### src/rtl/prga_if.sv
// PRGA bus: start/ready handshake, S/ct/pt memory ports, debug count.
// slave = prga core side, master = environment (memories, requester).
interface prga_if;
  logic        en;
  logic        rdy;
  logic [7:0]  s_addr;
  logic [7:0]  s_rddata;
  logic [7:0]  s_wrdata;
  logic        s_wren;
  logic [7:0]  ct_addr;
  logic [7:0]  ct_rddata;
  logic [7:0]  pt_addr;
  logic [7:0]  pt_wrdata;
  logic        pt_wren;
  logic [15:0] dbg_cycles;

  modport slave (
    input  en, s_rddata, ct_rddata,
    output rdy, s_addr, s_wrdata, s_wren,
    output ct_addr, pt_addr, pt_wrdata, pt_wren,
    output dbg_cycles
  );

  modport master (
    output en, s_rddata, ct_rddata,
    input  rdy, s_addr, s_wrdata, s_wren,
    input  ct_addr, pt_addr, pt_wrdata, pt_wren,
    input  dbg_cycles
  );
endinterface

### src/rtl/prga.sv
// ARC4 PRGA decryptor of a length-prefixed message (ct -> pt) over a
// preloaded S array. Ports: clk, rst (sync, high), bus (prga_if.slave).
// Define PRGA_CYCLE_COUNT_EN to enable the dbg_cycles busy counter.
module prga (
  input  logic clk,
  input  logic rst,
  prga_if.slave bus
);

  typedef enum logic [3:0] {
    IDLE, LEN_RD, LEN_WAIT, SI_RD, SI_WAIT, SJ_RD,
    SJ_WAIT, SWAP_I, SWAP_J, PAD_RD, PAD_WAIT, PT_WR
  } state_t;

  state_t st, nxt;

  logic [7:0] i, j, k, len, si, sj, ctb, pad;

  logic       rdy;
  logic [7:0] s_addr, s_wrdata, ct_addr;
  logic [7:0] pt_addr, pt_wrdata;
  logic       s_wren, pt_wren;

  always_ff @(posedge clk) begin
    if (rst) st <= IDLE;
    else     st <= nxt;
  end

  always_comb begin
    nxt       = st;
    rdy       = 1'b0;
    s_addr    = 8'd0;
    s_wrdata  = 8'd0;
    s_wren    = 1'b0;
    ct_addr   = 8'd0;
    pt_addr   = 8'd0;
    pt_wrdata = 8'd0;
    pt_wren   = 1'b0;
    unique case (st)
      IDLE: begin
        rdy = 1'b1;
        if (bus.en) nxt = LEN_RD;
      end
      LEN_RD: begin
        ct_addr = 8'd0;
        nxt     = LEN_WAIT;
      end
      LEN_WAIT: begin
        pt_addr   = 8'd0;
        pt_wrdata = bus.ct_rddata;
        pt_wren   = 1'b1;
        nxt = (bus.ct_rddata == 8'd0) ? IDLE : SI_RD;
      end
      SI_RD: begin
        s_addr  = i + 8'd1;
        ct_addr = k;
        nxt     = SI_WAIT;
      end
      SI_WAIT: nxt = SJ_RD;
      SJ_RD: begin
        s_addr = j + si;
        nxt    = SJ_WAIT;
      end
      SJ_WAIT: nxt = SWAP_I;
      SWAP_I: begin
        s_addr   = i;
        s_wrdata = sj;
        s_wren   = 1'b1;
        nxt      = SWAP_J;
      end
      SWAP_J: begin
        s_addr   = j;
        s_wrdata = si;
        s_wren   = 1'b1;
        nxt      = PAD_RD;
      end
      PAD_RD: begin
        s_addr = si + sj;
        nxt    = PAD_WAIT;
      end
      PAD_WAIT: nxt = PT_WR;
      PT_WR: begin
        pt_addr   = k;
        pt_wrdata = pad ^ ctb;
        pt_wren   = 1'b1;
        nxt = (k == len) ? IDLE : SI_RD;
      end
      default: nxt = IDLE;
    endcase
  end

  always_ff @(posedge clk) begin
    if (rst) begin
      i   <= 8'd0;
      j   <= 8'd0;
      k   <= 8'd0;
      len <= 8'd0;
      si  <= 8'd0;
      sj  <= 8'd0;
      ctb <= 8'd0;
      pad <= 8'd0;
    end else begin
      case (st)
        IDLE: begin
          if (bus.en) begin
            i <= 8'd0;
            j <= 8'd0;
            k <= 8'd1;
          end
        end
        LEN_WAIT: len <= bus.ct_rddata;
        SI_RD:    i   <= i + 8'd1;
        SI_WAIT: begin
          si  <= bus.s_rddata;
          ctb <= bus.ct_rddata;
        end
        SJ_RD:    j   <= j + si;
        SJ_WAIT:  sj  <= bus.s_rddata;
        PAD_WAIT: pad <= bus.s_rddata;
        // k stops at len, so a 255-byte message never wraps k to 0
        PT_WR:    if (k != len) k <= k + 8'd1;
        default: ;
      endcase
    end
  end

`ifdef PRGA_CYCLE_COUNT_EN
  // The accept cycle counts as busy, so a run reads 3+9L at rdy.
  logic [15:0] cyc;

  always_ff @(posedge clk) begin
    if (rst) begin
      cyc <= 16'd0;
    end else if (st == IDLE) begin
      if (bus.en) cyc <= 16'd1;
    end else if (cyc != 16'hFFFF) begin
      cyc <= cyc + 16'd1;
    end
  end

  assign bus.dbg_cycles = cyc;
`else
  assign bus.dbg_cycles = 16'd0;
`endif

  assign bus.rdy       = rdy;
  assign bus.s_addr    = s_addr;
  assign bus.s_wrdata  = s_wrdata;
  assign bus.s_wren    = s_wren;
  assign bus.ct_addr   = ct_addr;
  assign bus.pt_addr   = pt_addr;
  assign bus.pt_wrdata = pt_wrdata;
  assign bus.pt_wren   = pt_wren;

endmodule

### src/flat_wrapper.sv
// flat-port wrapper written by rule: the top's interface ports become plain ports
module prga_flat 
  (clk, rst, bus_en, bus_s_rddata, bus_ct_rddata, bus_rdy, bus_s_addr, bus_s_wrdata, bus_s_wren, bus_ct_addr, bus_pt_addr, bus_pt_wrdata, bus_pt_wren, bus_dbg_cycles);
  prga_if bus_i ();
  input  logic clk;
  input  logic rst;
  input wire logic [$bits(bus_i.en)-1:0] bus_en;
  input wire logic [$bits(bus_i.s_rddata)-1:0] bus_s_rddata;
  input wire logic [$bits(bus_i.ct_rddata)-1:0] bus_ct_rddata;
  output wire logic [$bits(bus_i.rdy)-1:0] bus_rdy;
  output wire logic [$bits(bus_i.s_addr)-1:0] bus_s_addr;
  output wire logic [$bits(bus_i.s_wrdata)-1:0] bus_s_wrdata;
  output wire logic [$bits(bus_i.s_wren)-1:0] bus_s_wren;
  output wire logic [$bits(bus_i.ct_addr)-1:0] bus_ct_addr;
  output wire logic [$bits(bus_i.pt_addr)-1:0] bus_pt_addr;
  output wire logic [$bits(bus_i.pt_wrdata)-1:0] bus_pt_wrdata;
  output wire logic [$bits(bus_i.pt_wren)-1:0] bus_pt_wren;
  output wire logic [$bits(bus_i.dbg_cycles)-1:0] bus_dbg_cycles;
  assign bus_i.en = bus_en;
  assign bus_i.s_rddata = bus_s_rddata;
  assign bus_i.ct_rddata = bus_ct_rddata;
  assign bus_rdy = bus_i.rdy;
  assign bus_s_addr = bus_i.s_addr;
  assign bus_s_wrdata = bus_i.s_wrdata;
  assign bus_s_wren = bus_i.s_wren;
  assign bus_ct_addr = bus_i.ct_addr;
  assign bus_pt_addr = bus_i.pt_addr;
  assign bus_pt_wrdata = bus_i.pt_wrdata;
  assign bus_pt_wren = bus_i.pt_wren;
  assign bus_dbg_cycles = bus_i.dbg_cycles;
  prga u_core (.clk(clk), .rst(rst), .bus(bus_i));
endmodule
### config.mk
export PLATFORM = sky130hd
export DESIGN_NAME = prga_flat
export DESIGN_NICKNAME = d
export VERILOG_FILES = /design/src/rtl/prga_if.sv /design/src/rtl/prga.sv /design/src/flat_wrapper.sv
export SDC_FILE = /design/constraint.sdc
export NUM_CORES = 1
export LEC_CHECK = 0
export CORE_MARGIN = 1
export CORE_UTILIZATION = 38
export CTS_BUF_LIST = sky130_fd_sc_hd__clkbuf_2
export DETAILED_ROUTE_END_ITERATION = 6
export PLACE_DENSITY = 0.65
export SYNTH_ARGS = -nofsm -noshare
export SYNTH_HDL_FRONTEND = slang
export SYNTH_SLANG_ARGS = --single-unit
### constraint.sdc
create_clock -name clk -period 5 [get_ports clk]
set_clock_uncertainty 0.15 [all_clocks]
set_input_delay 0.5 -clock clk [delete_from_list [all_inputs] [get_ports clk]]
set_output_delay 0.5 -clock clk [all_outputs]
set_load 0.005 [all_outputs]
==> flow_summary_export.csv <==
group,metric,value,unit
setup_path,cp_max_fo,14,
logic_synthesis,dominantRegCellSynth,"dfxtp_1",
logic_synthesis,synth_cell_type_count,49,
setup_path,path_cells,"nor2b_1 -> nand2_1 -> nor3b_1 -> a221oi_1 -> o211ai_1 -> clkdlybuf4s50_1",
timing,worst_pin_slew,1.170,ns
setup_path,max_stage_delay,0.65,ns
pwr,pwr-share-seq,0.507,
layout,layoutNonFillerInstCount,712,
drt,m1WireLength,4805,µm
placed_design,pre_cts_ws,1.583,ns
timing,final_max_slew_viol_count,0,
logic_synthesis,yosysTopAreaCell,"dfxtp_1",
timing,setup-tns-final,0,ns
pwr,combPwrFrac,0.123,
layout,antenna_cells,0,
logic_synthesis,ys_seq_elements,68,
floorplanning,fp.dieW,105.1,µm
drt,wl_per_cell,14.70,µm
logic_synthesis,synth_xor_area_frac,0.07368,
drt,finalWirelength,10460,µm
timing,fin_ws,0.9411,ns
pwr,power.total,1.132,mW
timing,fin_crit,4.059,ns
pwr,intPower,0.8266,mW
cts,holdBufCountCts,0,
grt,grt_pass1_vias,3527,
setup_path,endpoint_kind,"output pin",
drt,wl_met3,596,µm
logic_synthesis,syn_area_per_cell,7.727,µm²
placed_design,port_buffers,61,
timing,rsz0062_at_grt,"false",
drt,num_vias,3815,
drt,drt_first_pass_iters,7,
grt,grt_max_degree,63,
setup_path,start_kind,"flip-flop",
grt,grt_usage,0.1974,
setup_path,critPathBufInv,1,
logic_synthesis,synthMuxAreaShare,0,
run_status,status,"complete, no violations",
logic_synthesis,synth-compound-area-share,0.2074,
timing,setup_violations,0,
cts,cts_tree,"built",
cts,clkSlewWorstSetupHoldPaths,0.21,ns
layout,synthToLayoutAreaGrowth,18.92,%
grt,grt_pass1_wl,17510,µm
floorplanning,io_pins,78,
logic_synthesis,yosysTopAreaCellShare,0.3368,
cts,clock-root-buffer,"clkbuf_2",
cts,clkSinkCount,68,
cts,htree_levels,3,
drt,routed.top_layer,"met4",
cts,cts_buffers,9,
pwr,power_leakage,1.793,nW
layout,final_common_cell,"nand2_1",
floorplanning,start_util,0.3915,
drt,first_iter_violations,276,
placed_design,gp_congestion,0.8536,
logic_synthesis,synth_edf_count,0,
pwr,pwr-share-clk,0.370,
logic_synthesis,synth_seq_area_share,0.3368,
logic_synthesis,ys_warn_count,0,
drt,dr_wl_met2,4904,µm
cts,ctsLongestPathBuffers,2,
cts,cts_setup_buffers,0,
layout,drive_gt1_frac,0.05035,
logic_synthesis,synth-simple-area-share,0.2579,
run,maxCapViolations,0,
drt,final_antenna_net_count,0,
drt,drcViolationCount,0,
drt,viasPerCell,5.358,
floorplanning,row_count,37,
setup_path,cp.required,4.35,ns
logic_synthesis,synth.area.top_cells,"dfxtp_1, nand2_1, a21oi_1",
cts,clk_latency,0.51,ns
layout,final_cell_mix,"nand2_1, a21oi_1, dfxtp_1",
logic_synthesis,async_flop_share,0,
setup_path,critical_path_class,"flip-flop to output pin",
pwr,p_sw_frac,0.2697,
placed_design,hpwl,7810,µm
layout,n_fill_cell,1030,
pwr,switchingPower,0.3052,mW
setup_path,critPathSlowestCell,"nor2b_1",
floorplanning,die_h,105.1,µm
setup_path,crit_family,"simple AND/OR/NAND/NOR gates",
logic_synthesis,synthAdderAreaFrac,0.05944,
grt,antenna_found_initial,0,
timing,relSlewSlack,0.2201,
timing,fin_crit_sh,0.8118,
grt,grt.overflow.total,0,
floorplanning,die_area,11050,µm²
logic_synthesis,synth_top_family_by_area,"simple AND/OR/NAND/NOR gates",
logic_synthesis,syn_area,4041,µm²
floorplanning,core_area,10320,µm²
timing,hold_viol,0,
layout,nets,608,
placed_design,post-place-cells,696,
hold_path,holdCritPathClass,"flip-flop to flip-flop",
pwr,vdd.ir_drop.worst,0.1238,mV
timing,max_freq,246.4,MHz
logic_synthesis,syn-instance-count,523,
pwr,power_density,235.5,nW/µm²
cts,post_cts_resized,0,
setup_path,arrival,3.41,ns
metal layers:
layer  track usage  up-vias
met5             0        -
met1        0.2636     1797
met4       0.06942        0
met3       0.03930       14
li1              -     1883
met2        0.3160      121
layout make-up:
type                            count  area (µm²)  share of cell area
Clock buffer                        9       45.04            0.009373
Inverter                            8       30.03            0.006248
Clock inverter                      7       115.1             0.02395
Sequential cell                    68        1361              0.2833
Tap cell                          136       170.2             0.03541
Multi-Input combinational cell    423        2479              0.5158
Timing Repair Buffer               61       605.6              0.1260
cell families (layout without fill, tap and decap cells):
group | Yosys count | in the layout
XOR/XNOR | 34 | 34
AO/OA/AOI/OAI | 141 | 141
adder cells (fa/ha/maj) | 18 | 18
other | 1 | 16
flip-flops | 68 | 68
buffers and inverters | 47 | 85
AND/OR/NAND/NOR | 214 | 214
cell usage after synthesis (2+ instances only):
cell type	number
nand3b_1	4
inv_1	8
a21o_1	4
a21oi_2	2
nor4_1	3
nor3b_1	2
nor2b_1	4
or3_1	2
a211oi_1	5
a22o_1	7
o21ai_0	29
clkbuf_1	13
buf_4	20
nand2b_1	7
nor3_1	6
o211ai_1	6
fa_1	2
a211o_1	2
xor2_1	19
o21bai_1	4
o21a_1	5
a221oi_1	3
xnor2_1	15
dfxtp_1	68
ha_1	16
nor4_4	3
nor3_2	4
nand3_1	10
and2_1	7
and3_2	2
nor2_1	36
nand2_1	109
and3_4	2
and3_1	8
buf_2	4
a21oi_1	68
a222oi_1	2
worst paths after layout:
path	startpoint	to	slack, ns	cells after the start
worst max-delay path	u_core.st[1]$_SDFFE_PP0P_	bus_s_addr[4]	0.94	6
worst min-delay path	u_core.ctb[7]$_SDFFE_PP0P_	u_core.ctb[7]$_SDFFE_PP0P_	0.33	2
worst max register to register	u_core.st[1]$_SDFFE_PP0P_	u_core.k[0]$_SDFFE_PP0P_	2.23	6
worst min register to register	u_core.ctb[7]$_SDFFE_PP0P_	u_core.ctb[7]$_SDFFE_PP0P_	0.33	2
worst register-to-register path, cell delays in order, from the launching register on:
cell      delay (ns)
dfxtp_1         0.64
nor2b_1         0.65
nand3_1         0.51
a21oi_2         0.35
a21o_1          0.15
nor2_1          0.05
a211oi_1        0.21
per-stage QoR:
step                area [µm²]  hold WS, ns    util
CTS                       4806       0.3336  0.4655
detailed placement        4646       0.3101  0.4500
floorplan                 4098       0.2978       -
global route              4806       0.3589  0.4655
finish                    4806       0.3325  0.4655
global placement          4646       0.3056  0.4500
registers in the layout (all words and copies together), names as in the netlist:
register / cells
u_core.ctb: 8
u_core.i: 8
u_core.sj: 8
u_core.k: 8
u_core.j: 8
u_core.st: 4
u_core.pad: 8
u_core.si: 8
u_core.len: 8
power groups by stage:
stage                     Combinational (mW)  Clock (mW)  Sequential, mW
after CTS                              0.139       0.424           0.573
after floorplan                        0.106           0           0.574
after global placement                 0.136           0           0.583
after detailed placement               0.138           0           0.585
final                                  0.140       0.418           0.574
after global routing                   0.155       0.449           0.576
Power figures use the tool's default switching activity.
